===== src/rtl/parking_exit_gate_if.sv =====
// Exit-gate bundle: car/code inputs from the lane hardware and gate, LED,
// occupancy and display outputs.
//   slave  : the exit-gate controller (consumes inputs, drives outputs)
//   master : the driving side (lane hardware / testbench)
interface parking_exit_gate_if #(
    parameter int unsigned CNT_W = 7
) ();
    logic             entry_done;   // one-cycle pulse: a car completed entry
    logic             sensor_exit;  // car present at the exit gate (level)
    logic             code_valid;   // one-cycle strobe qualifying code_in
    logic [1:0]       code_in;      // exit code presented by driver
    logic             gate_open;    // barrier raise command
    logic             GREEN_LED;    // exit permitted
    logic             RED_LED;      // refused / waiting / locked
    logic [CNT_W-1:0] occupancy;    // cars currently in the lot
    logic             full;         // occupancy == CAPACITY
    logic             empty;        // occupancy == 0
    logic [6:0]       HEX_1;        // tens digit, active-low {g,f,e,d,c,b,a}
    logic [6:0]       HEX_2;        // units digit, same encoding

    modport slave (
        input  entry_done, sensor_exit, code_valid, code_in,
        output gate_open, GREEN_LED, RED_LED, occupancy, full, empty,
               HEX_1, HEX_2
    );

    modport master (
        output entry_done, sensor_exit, code_valid, code_in,
        input  gate_open, GREEN_LED, RED_LED, occupancy, full, empty,
               HEX_1, HEX_2
    );
endinterface


===== src/rtl/parking_exit_gate.sv =====
// Parking lot exit-gate controller: keeps the occupancy count, runs the
// exit-code FSM and drives the gate, LEDs and 2-digit occupancy display.
// Ports:
//   clk     : system clock, rising edge
//   reset_n : synchronous active-low reset
//   bus     : parking_exit_gate_if.slave (inputs entry_done, sensor_exit,
//             code_valid, code_in; outputs gate_open, GREEN_LED, RED_LED,
//             occupancy, full, empty, HEX_1, HEX_2). All outputs registered.
module parking_exit_gate #(
    parameter int unsigned CAPACITY    = 9,
    parameter int unsigned CNT_W       = 7,
    parameter logic [1:0]  EXIT_CODE   = 2'b10,
    parameter int unsigned PAY_TIMEOUT = 16,
    parameter int unsigned MAX_TRIES   = 3,
    parameter int unsigned LOCK_CYCLES = 32
) (
    input logic                clk,
    input logic                reset_n,
    parking_exit_gate_if.slave bus
);
    localparam int unsigned TMR_MAX = (PAY_TIMEOUT > LOCK_CYCLES) ? PAY_TIMEOUT : LOCK_CYCLES;
    localparam int unsigned TMR_W   = $clog2(TMR_MAX + 1);
    localparam int unsigned TRY_W   = $clog2(MAX_TRIES + 1);
    localparam logic [6:0]  SEG_BLANK = 7'b1111111;

    typedef enum logic [2:0] {
        IDLE, WAIT_CODE, WRONG_CODE, LOCKOUT, OPEN, CLOSE
    } state_t;

    state_t           state, state_nx;
    logic [TRY_W-1:0] try_cnt, try_nx;
    logic [TMR_W-1:0] timer, timer_nx;
    logic [CNT_W-1:0] occ, occ_nx, tens, units;
    logic             inc, dec, phantom;
    logic             gate_r, green_r, red_r, full_r, empty_r;
    logic             gate_nx, green_nx, red_nx;
    logic [6:0]       hex1_r, hex2_r;

    function automatic logic [6:0] seg7(input logic [CNT_W-1:0] d);
        logic [6:0] s;
        if (d > CNT_W'(9)) begin
            s = SEG_BLANK;
        end else begin
            case (d[3:0])
                4'd0:    s = 7'b1000000;
                4'd1:    s = 7'b1111001;
                4'd2:    s = 7'b0100100;
                4'd3:    s = 7'b0110000;
                4'd4:    s = 7'b0011001;
                4'd5:    s = 7'b0010010;
                4'd6:    s = 7'b0000010;
                4'd7:    s = 7'b1111000;
                4'd8:    s = 7'b0000000;
                4'd9:    s = 7'b0010000;
                default: s = SEG_BLANK;
            endcase
        end
        return s;
    endfunction

    always_comb begin
        state_nx = state;
        try_nx   = try_cnt;
        timer_nx = timer;
        dec      = 1'b0;
        phantom  = 1'b0;
        case (state)
            IDLE: begin
                if (bus.sensor_exit) begin
                    if (!empty_r) begin
                        state_nx = WAIT_CODE;
                        timer_nx = '0;
                    end else begin
                        phantom = 1'b1;
                    end
                end
            end
            WAIT_CODE: begin
                timer_nx = timer + 1'b1;
                // A valid code outranks both sensor drop and timeout.
                if (bus.code_valid) begin
                    if (bus.code_in == EXIT_CODE) begin
                        state_nx = OPEN;
                    end else begin
                        state_nx = WRONG_CODE;
                        try_nx   = try_cnt + 1'b1;
                    end
                end else if (!bus.sensor_exit || timer == TMR_W'(PAY_TIMEOUT - 1)) begin
                    state_nx = IDLE;
                    try_nx   = '0;
                end
            end
            WRONG_CODE: begin
                timer_nx = '0;
                state_nx = (try_cnt == TRY_W'(MAX_TRIES)) ? LOCKOUT : WAIT_CODE;
            end
            LOCKOUT: begin
                if (timer == TMR_W'(LOCK_CYCLES - 1)) begin
                    state_nx = IDLE;
                    try_nx   = '0;
                    timer_nx = '0;
                end else begin
                    timer_nx = timer + 1'b1;
                end
            end
            OPEN: begin
                if (!bus.sensor_exit) begin
                    state_nx = CLOSE;
                    dec      = 1'b1;
                end
            end
            CLOSE: begin
                state_nx = IDLE;
                try_nx   = '0;
            end
            default: state_nx = IDLE;
        endcase

        // Moore outputs are computed from the next state so they register
        // in step with it.
        gate_nx  = (state_nx == OPEN);
        green_nx = (state_nx == OPEN);
        case (state_nx)
            WAIT_CODE, WRONG_CODE: red_nx = 1'b1;
            LOCKOUT:               red_nx = timer_nx[0];
            IDLE:                  red_nx = phantom;
            default:               red_nx = 1'b0;
        endcase

        inc = bus.entry_done && !full_r;
        if (inc && !dec) begin
            occ_nx = occ + 1'b1;
        end else if (dec && !inc) begin
            occ_nx = occ - 1'b1;
        end else begin
            occ_nx = occ;
        end
        tens  = occ_nx / CNT_W'(10);
        units = occ_nx % CNT_W'(10);
    end

    always_ff @(posedge clk) begin
        if (!reset_n) begin
            state   <= IDLE;
            try_cnt <= '0;
            timer   <= '0;
            occ     <= '0;
            gate_r  <= 1'b0;
            green_r <= 1'b0;
            red_r   <= 1'b0;
            full_r  <= 1'b0;
            empty_r <= 1'b1;
            hex1_r  <= 7'b1000000;
            hex2_r  <= 7'b1000000;
        end else begin
            state   <= state_nx;
            try_cnt <= try_nx;
            timer   <= timer_nx;
            occ     <= occ_nx;
            gate_r  <= gate_nx;
            green_r <= green_nx;
            red_r   <= red_nx;
            full_r  <= (occ_nx == CNT_W'(CAPACITY));
            empty_r <= (occ_nx == '0);
            hex1_r  <= seg7(tens);
            hex2_r  <= seg7(units);
        end
    end

    assign bus.gate_open = gate_r;
    assign bus.GREEN_LED = green_r;
    assign bus.RED_LED   = red_r;
    assign bus.occupancy = occ;
    assign bus.full      = full_r;
    assign bus.empty     = empty_r;
    assign bus.HEX_1     = hex1_r;
    assign bus.HEX_2     = hex2_r;
endmodule


===== src/flat_wrapper.sv =====
// flat-port wrapper written by rule: the top's interface ports become plain ports
module parking_exit_gate_flat 
#(
    parameter int unsigned CAPACITY    = 9,
    parameter int unsigned CNT_W       = 7,
    parameter logic [1:0]  EXIT_CODE   = 2'b10,
    parameter int unsigned PAY_TIMEOUT = 16,
    parameter int unsigned MAX_TRIES   = 3,
    parameter int unsigned LOCK_CYCLES = 32
)
  (clk, reset_n, bus_entry_done, bus_sensor_exit, bus_code_valid, bus_code_in, bus_gate_open, bus_GREEN_LED, bus_RED_LED, bus_occupancy, bus_full, bus_empty, bus_HEX_1, bus_HEX_2);
  parking_exit_gate_if #(.CNT_W(CNT_W)) bus_i ();
  input logic clk;
  input logic reset_n;
  input wire logic [$bits(bus_i.entry_done)-1:0] bus_entry_done;
  input wire logic [$bits(bus_i.sensor_exit)-1:0] bus_sensor_exit;
  input wire logic [$bits(bus_i.code_valid)-1:0] bus_code_valid;
  input wire logic [$bits(bus_i.code_in)-1:0] bus_code_in;
  output wire logic [$bits(bus_i.gate_open)-1:0] bus_gate_open;
  output wire logic [$bits(bus_i.GREEN_LED)-1:0] bus_GREEN_LED;
  output wire logic [$bits(bus_i.RED_LED)-1:0] bus_RED_LED;
  output wire logic [$bits(bus_i.occupancy)-1:0] bus_occupancy;
  output wire logic [$bits(bus_i.full)-1:0] bus_full;
  output wire logic [$bits(bus_i.empty)-1:0] bus_empty;
  output wire logic [$bits(bus_i.HEX_1)-1:0] bus_HEX_1;
  output wire logic [$bits(bus_i.HEX_2)-1:0] bus_HEX_2;
  assign bus_i.entry_done = bus_entry_done;
  assign bus_i.sensor_exit = bus_sensor_exit;
  assign bus_i.code_valid = bus_code_valid;
  assign bus_i.code_in = bus_code_in;
  assign bus_gate_open = bus_i.gate_open;
  assign bus_GREEN_LED = bus_i.GREEN_LED;
  assign bus_RED_LED = bus_i.RED_LED;
  assign bus_occupancy = bus_i.occupancy;
  assign bus_full = bus_i.full;
  assign bus_empty = bus_i.empty;
  assign bus_HEX_1 = bus_i.HEX_1;
  assign bus_HEX_2 = bus_i.HEX_2;
  parking_exit_gate #(.CAPACITY(CAPACITY), .CNT_W(CNT_W), .EXIT_CODE(EXIT_CODE), .PAY_TIMEOUT(PAY_TIMEOUT), .MAX_TRIES(MAX_TRIES), .LOCK_CYCLES(LOCK_CYCLES)) u_core (.clk(clk), .reset_n(reset_n), .bus(bus_i));
endmodule

===== config.mk =====
export PLATFORM = sky130hd
export DESIGN_NAME = parking_exit_gate_flat
export DESIGN_NICKNAME = d
export VERILOG_FILES = /design/src/rtl/parking_exit_gate_if.sv /design/src/rtl/parking_exit_gate.sv /design/src/flat_wrapper.sv
export SDC_FILE = /design/constraint.sdc
export NUM_CORES = 1
export LEC_CHECK = 0
export ABC_AREA = 1
export CAP_MARGIN = 20
export CORE_MARGIN = 3
export CORE_UTILIZATION = 50
export CTS_CLUSTER_SIZE = 28
export DETAILED_ROUTE_END_ITERATION = 16
export HOLD_SLACK_MARGIN = 0.1
export PLACE_DENSITY = 0.83
export SETUP_SLACK_MARGIN = 0.15
export SYNTH_ARGS = -nofsm -noshare
export SYNTH_HDL_FRONTEND = slang
export SYNTH_SLANG_ARGS = --single-unit

===== constraint.sdc =====
create_clock -name clk -period 4.24 [get_ports clk]
set_input_delay 0.636 -clock clk [delete_from_list [all_inputs] [get_ports clk]]
set_output_delay 0.636 -clock clk [all_outputs]
set_load 0.02 [all_outputs]

; ---- Word-level counts from Yosys, hierarchy flattened
; Memory sizes are Yosys's and may differ from the RTL's.
; Index checks and enable logic that the tools add are counted.
[word_totals]
regBits = 36
mem_bits_ro = 224
output_inout_bits = 26
mem_count = 2
[op_classes]
addsub = 4
n_div = 2
n_lt_le_gt_ge = 2
n_eq_ne = 19
mux = 28
bitwise = 1
reduce_logical = 18
[memory_table]
columns = memory, words, width, rd, rd_clocked_by_memory_dff, wr, line
row1 = (name not given), 16, 7, 1, 0, 0, parking_exit_gate.sv:44  ; case (d[3:0])
row2 = (name not given), 16, 7, 1, 0, 0, parking_exit_gate.sv:44
[ops]
columns = operator, n
row1 = 6-bit two-way mux, 5
row2 = 6-bit one-hot mux with 4 select lines, 1
row3 = 3-bit two-way mux, 7
row4 = 3-bit one-hot mux with 5 select lines, 1
row5 = 7-bit by 4-bit greater-than comparator with 1-bit output (second input constant), 2
row6 = 7-bit two-way mux, 2
row7 = 3-bit by 2-bit equality test with 1-bit output (second input constant), 4
row8 = 2-bit two-way mux, 5
row9 = 3-bit equality test (second input constant), 3
row10 = 7-bit by 1-bit adder with 7-bit output (second input constant), 1
row11 = 7-bit by 4-bit divider with 7-bit output (second input constant), 1
row12 = 7-bit by 4-bit equality test with 1-bit output (second input constant), 1
row13 = 7-bit logical NOT, 1
row14 = 7-bit by 4-bit modulo with 7-bit output (second input constant), 1
row15 = 7-bit by 1-bit subtractor with 7-bit output (second input constant), 1
row16 = 6-bit by 1-bit adder with 6-bit output (second input constant), 1
row17 = 3-bit by 1-bit equality test with 1-bit output (second input constant), 2
row18 = 6-bit by 4-bit equality test with 1-bit output (second input constant), 1
row19 = 6-bit by 5-bit equality test with 1-bit output (second input constant), 1
row20 = 3-bit logical NOT, 2
row21 = 2-bit one-hot mux with 3 select lines, 1
row22 = 2-bit OR reduction, 3
row23 = 1-bit two-way mux, 5
row24 = 2-bit equality test (second input constant), 2
row25 = 14 further kinds, 20

; ---- Longest topological paths before layout
[depth]
word_depth = 9
mapped_depth = 32
mapped_depth_nobuf = 32

; ---- Worst setup path before layout
; No wires, ideal clock.
[synth_path]
kind = in2reg
start = in bus_entry_done
end = reg u_core.hex2_r[0] (netlist: u_core.bus.HEX_2[0])
arrival_ns = 3.183
required_time_ns = 4.104
slack_ns = 0.921
path_stages = 30
n_path_buf = 0
path_cell_list = inv_1 > nor2_2 > inv_1 > nand2_1 > nand2_1 > nand2_1 > nand2_2 > nand2_4 > inv_4 > nand2_2 > nand3_2 > nand2_2 > nand2_4 > nand2_1 > nand3_2 > nand2_2 > nand2_2 > nand2_1 > nand2_1 > inv_2 > nand2_4 > nand2_4 > nand2_1 > nand2_1 > inv_1 > ha_1 > inv_1 > nand3_1 > nand3_1 > a21oi_2
[synth_between]
elab_chain_cells = 8
[synth_rtl]
columns = element, line
row1 = start: declaration, flat_wrapper.sv:15  ; input wire logic [$bits(bus_i.entry_done)-1:0] bus_entry_done;
row2 = 1-bit logical AND (*), parking_exit_gate.sv:130  ; inc = bus.entry_done && !full_r;
row3 = 1-bit logical NOT, parking_exit_gate.sv:133  ; end else if (dec && !inc) begin
row4 = 1-bit logical AND, parking_exit_gate.sv:133
row5 = 7-bit two-way mux, parking_exit_gate.sv:133
row6 = 7-bit two-way mux (*), parking_exit_gate.sv:131  ; if (inc && !dec) begin
row7 = 7-bit by 4-bit modulo with 7-bit output (*), parking_exit_gate.sv:139  ; units = occ_nx % CNT_W'(10);
row8 = 7-bit by 4-bit greater-than comparator with 1-bit output / memory 16 x 7 bit (equally long branches), n/a
row9 = 6-bit two-way mux (*), parking_exit_gate.sv:41  ; if (d > CNT_W'(9)) begin
row10 = end signal: assignment, parking_exit_gate.sv:166  ; hex2_r <= seg7(units);
row11 = end: declaration, parking_exit_gate.sv:37  ; logic [6:0] hex1_r, hex2_r;
; Mark *: on every way between the ends. The rest lies on a longest branch, timed or not.
; A chain may end at the register's enable or synchronous reset.

; ---- Worst setup path in the final report
[layout_path]
start = in bus_sensor_exit
end = reg u_core.hex2_r[0] (netlist: u_core.bus.HEX_2[0])
[layout_between]
elab_chain_cells = 8
[layout_rtl]
columns = element, line
row1 = start: declaration, flat_wrapper.sv:16  ; input wire logic [$bits(bus_i.sensor_exit)-1:0] bus_sensor_exit;
row2 = 1-bit two-way mux (*), parking_exit_gate.sv:107  ; if (!bus.sensor_exit) begin
row3 = 1-bit two-way mux (*), parking_exit_gate.sv:67  ; case (state)
row4 = 1-bit logical AND / 1-bit logical NOT (equally long branches), "parking_exit_gate.sv:133, parking_exit_gate.sv:131"
row5 = 7-bit two-way mux / 1-bit logical AND (equally long branches), "parking_exit_gate.sv:133, parking_exit_gate.sv:131"
row6 = 7-bit two-way mux (*), parking_exit_gate.sv:131
row7 = 7-bit by 4-bit modulo with 7-bit output (*), parking_exit_gate.sv:139
row8 = 7-bit by 4-bit greater-than comparator with 1-bit output / memory 16 x 7 bit (equally long branches), n/a
row9 = 6-bit two-way mux (*), parking_exit_gate.sv:41
; Marked as above.

==> flow_results.org <==
** Worst setup path
- Counting buffers and inverters, the worst setup path is 26 cells deep.
- The largest single stage delay on the critical path is 0.44 ns.
- The setup path with the least slack is of type input port to flop.
- Data on the critical path arrives at its endpoint at 3.94 ns.
- Cell depth of the worst flop-to-flop path :: 24
- The slowest stage of the critical path is the sky130_fd_sc_hd__clkdlybuf4s50_1 cell.
- Worst setup slack for register-to-register paths :: 0.76 ns
- STA classifies the critical path endpoint as a flop.
- For the worst setup path, the data required time is 4.42 ns.
- Cell family contributing the most delay on the critical path :: simple AND/OR/NAND/NOR gates
- The endpoint identified for the worst register-to-register timing path is u_core.bus.HEX_2[0].
- Worst Path Max Fanout :: 8
- Timing startpoint of the critical path :: bus_sensor_exit
- Following the worst setup path forward leads to its endpoint at u_core.bus.HEX_2[0].
- Cell occurring most often along the worst timing path :: sky130_fd_sc_hd__nand2_4
- The number of buffers and inverters on the critical path is 5.
- Worst flop-to-flop path startpoint :: u_core.state[2]
- The worst setup path is launched from an input port.

** Drt
- Average vias per placed instance :: 5.09
- The detail route stage leaves a number of antenna-violating nets equal to 0.
- Number of detailed-routing iterations run before antenna repair :: 5
- After detailed routing, the number of remaining DRC violations is 0.
- In the final routed layout, each cell accounts on average for 11.8 um.
- The routed design has 5540 um of wire.
- The detailed router finished its first iteration with 120 violations.
- Detailed routing inserted a total of 2399 vias.

** Pwr
- Maximum VDD drop :: 0.228 mV
- Power spread over the standard cell area amounts to 398 nW/um2.
- Leakage Power :: 0.00145 uW

** Worst hold path
- The tightest min-delay check is of the flop to flop type.

** Final layout
- In the final layout, the share of cells above drive strength 1 is 0.163.
- The area growth from synthesis to layout is 21.3%.
- The finished layout holds 471 standard cells, fillers aside.
- The repair_antennas step left the layout with diodes totalling 0.
- Final design instance area without fill :: 3010 um2
- At the end of the flow, the number of nets in the layout was 424.

** Timing
- For the final database, setup skew stands at 0.00732 ns.
- Setup slack after layout :: 0.475 ns
- For the finished layout, the period the worst path requires is 3.76 ns.
- Relative slew slack :: 0.701
- Final hold violation count :: 0
- Upper clock frequency limit :: 266 MHz
- At the pin with the least slew margin, the transition time is 0.448 ns.
- Across all hold checks on the routed design, the worst slack comes to 0.479 ns.
- Of the available clock period, the critical path in the final layout requires 0.888.
- Setup violations remaining at the end of the flow were counted as 0.
- Setup repair after global routing left no endpoint under its margin.
- Count of final max-slew check failures :: 0
- Setup total negative slack on the finished layout was measured at 0 ns.

** Floorplan
- In this run the horizontal extent of the chip is 76.4 um.
- The initial utilization of the core area, before any placement, comes to 0.522.
- The total area inside the core boundary comes to 4750 um2.
- The die covers 5840 um2.
- Count of boundary I/O pins :: 33
- The floorplan has 25 rows.
- Die outline height :: 76.4 um

** Global route
- Global-route wire length before repair :: 9920 um
- Grt total ovfl :: 0
- Total track usage :: 0.204
- The number of antenna violations at the first check in global routing came to 0.
- The number of global-route vias before repair is 2292.
- Entering global routing, the biggest net connects 19 pins.

** Clock network
- Total CTS buffers :: 5
- Clock Path Buffers :: 2
- After clock tree synthesis, the clock-pin slew on the worst setup and hold paths is 0.08 ns.
- Num Clock Sinks :: 36
- Deepest level of the CTS H-tree :: 2
- Clock latency on the worst-skew pair :: 0.29 ns
- CTS tree :: yes
- Clock root buffer :: sky130_fd_sc_hd__clkbuf_8

** Run status
- Status :: finished clean

** Yosys
- Yosys mapped the design onto 35 distinct sky130hd cell types.
- Of the synthesized area, sequential elements account for 0.290.
- FF+latch count, synth :: 36
- Of all cell types, the one taking the most synthesized area is sky130_fd_sc_hd__dfxtp_1.
- Synth Instances :: 365
- The mapped netlist covers 2480 um2.
- Share of the synthesized area in the top cell type :: 0.290
- Post-Syn Nets :: 386
- In the post-synthesis netlist, the biggest area contributors are sky130_fd_sc_hd__dfxtp_1 (29%), sky130_fd_sc_hd__nand2_1 (13%), sky130_fd_sc_hd__inv_1 (7.3%), sky130_fd_sc_hd__ha_1 (7.1%), sky130_fd_sc_hd__nand3_1 (5.4%).
- The Yosys step of the flow raised 0 warnings.
- Mean instance size in the synthesized netlist :: 6.80 um2

** Placement
- DP HPWL :: 4340 um
- Area post-placement :: 2890 um2
- At the end of routability-driven placement, the weighted congestion stood at 0.932.
- # port buffers :: 32
- DP Cell Count :: 463
- Before CTS, the worst setup slack after placement is 0.0733 ns.

** Job
- Max-capacitance violation count :: 0
through the flow:
stage	util	total power, uW
floorplan	-	788
global placement	0.607	939
detailed placement	0.607	952
CTS	0.626	1200
global route	0.633	1290
finish	0.633	1200
power breakdown:
group / total [uW] / leakage (uW) / internal, uW / switching, uW
Clock: 244 / 0.0000479 / 114 / 129
Sequential: 411 / 0.000295 / 387 / 23.9
Combinational: 542 / 0.00111 / 212 / 330
cell families (layout without fill, tap and decap cells):
logic type | count (synthesis) | in the layout | synth area share
AND/OR/NAND/NOR | 202 | 202 | 0.400
buffers and inverters | 61 | 100 | 0.0953
adder cells (fa/ha/maj) | 14 | 14 | 0.0706
AO/OA/AOI/OAI | 47 | 47 | 0.126
XOR/XNOR | 5 | 5 | 0.0176
flip-flops | 36 | 36 | 0.290
worst min path at each step:
stage	startpoint	endpoint	slack [ns]	cells past startpoint
global route	u_core.try_cnt[1]	u_core.try_cnt[1]	0.50	2
detailed placement	u_core.try_cnt[1]	u_core.try_cnt[1]	0.47	2
finish	u_core.try_cnt[1]	u_core.try_cnt[1]	0.48	2
CTS	u_core.try_cnt[1]	u_core.try_cnt[1]	0.48	2
global placement	u_core.try_cnt[1]	u_core.try_cnt[1]	0.45	2
floorplan	u_core.try_cnt[1]	u_core.try_cnt[1]	0.44	2
tightest hold or removal path, cell delays in order (launching register included):
cell                      delay [ns]
sky130_fd_sc_hd__dfxtp_1        0.32
sky130_fd_sc_hd__nand2_1        0.06
sky130_fd_sc_hd__a21oi_1        0.05
cell usage after synthesis:
cell                       instances
sky130_fd_sc_hd__dfxtp_1          36
sky130_fd_sc_hd__buf_4             1
sky130_fd_sc_hd__a21boi_0          1
sky130_fd_sc_hd__nor2_1           36
sky130_fd_sc_hd__nand3_1          27
sky130_fd_sc_hd__inv_4             1
sky130_fd_sc_hd__buf_1             1
sky130_fd_sc_hd__nand2_2          16
sky130_fd_sc_hd__xor2_1            5
sky130_fd_sc_hd__inv_2             7
sky130_fd_sc_hd__nor2_2            2
sky130_fd_sc_hd__o32ai_1           1
sky130_fd_sc_hd__or3_1             1
sky130_fd_sc_hd__buf_2             1
sky130_fd_sc_hd__a21oi_2           6
sky130_fd_sc_hd__ha_1             14
sky130_fd_sc_hd__a21oi_1          17
sky130_fd_sc_hd__clkinv_1          1
sky130_fd_sc_hd__nand3_2           4
sky130_fd_sc_hd__o21ai_1           4
sky130_fd_sc_hd__nor3_1            8
sky130_fd_sc_hd__nand2_1          85
sky130_fd_sc_hd__inv_1            48
sky130_fd_sc_hd__nand3_4           2
sky130_fd_sc_hd__nand2_4           5
sky130_fd_sc_hd__clkbuf_1          1
sky130_fd_sc_hd__o21ai_0          11
sky130_fd_sc_hd__nor2_4            2
sky130_fd_sc_hd__a211oi_1          1
sky130_fd_sc_hd__a21oi_4           3
sky130_fd_sc_hd__nand3b_1          2
sky130_fd_sc_hd__o211ai_1          2
sky130_fd_sc_hd__nor3b_1           1
sky130_fd_sc_hd__nand4_1          11
sky130_fd_sc_hd__a21boi_2          1
timing repair:
action / 4_1_cts / 5_1_grt
endpoints found under the setup margin: 0 / 7
hold buffers: 0 / 0
resized for setup: 0 / 11
setup buffers: 0 / 0
layout by cell type, fill, tap and decap left out, types with 5 or more instances in the layout:
cell,n
sky130_fd_sc_hd__nand2_1,83
sky130_fd_sc_hd__inv_1,45
sky130_fd_sc_hd__dfxtp_1,36
sky130_fd_sc_hd__nor2_1,35
sky130_fd_sc_hd__clkdlybuf4s50_1,32
sky130_fd_sc_hd__nand3_1,27
sky130_fd_sc_hd__a21oi_1,17
sky130_fd_sc_hd__nand2_2,15
sky130_fd_sc_hd__ha_1,14
sky130_fd_sc_hd__nand4_1,11
sky130_fd_sc_hd__o21ai_0,11
sky130_fd_sc_hd__inv_2,10
sky130_fd_sc_hd__nand2_4,8
sky130_fd_sc_hd__nor3_1,8
sky130_fd_sc_hd__a21oi_2,6
sky130_fd_sc_hd__xor2_1,5
sky130_fd_sc_hd__clkbuf_8,5
flip-flops by register name (all words and copies together), names as in the netlist:
name / cells
u_core.bus.empty: 1
u_core.bus.occupancy: 7
u_core.bus.gate_open: 1
u_core.state: 3
u_core.bus.RED_LED: 1
u_core.bus.full: 1
u_core.timer: 6
u_core.try_cnt: 2
u_core.bus.HEX_2: 7
u_core.bus.HEX_1: 7
cell type report:
cell class / instances / area (um2)
fill: 418 / 1740
multi-input combinational: 268 / 1560
sequential: 36 / 721
timing repair buffer: 35 / 343
inverter: 57 / 216
tap: 67 / 83.8
clock buffer: 5 / 68.8
clock inverter: 3 / 18.8
layer usage:
layer  GRT usage  wire [um]
met1       0.250       2500
met2       0.347       2780
met3      0.0461        212
met4      0.0743         50
met5           0          0
(Power assumes the default switching activity.)
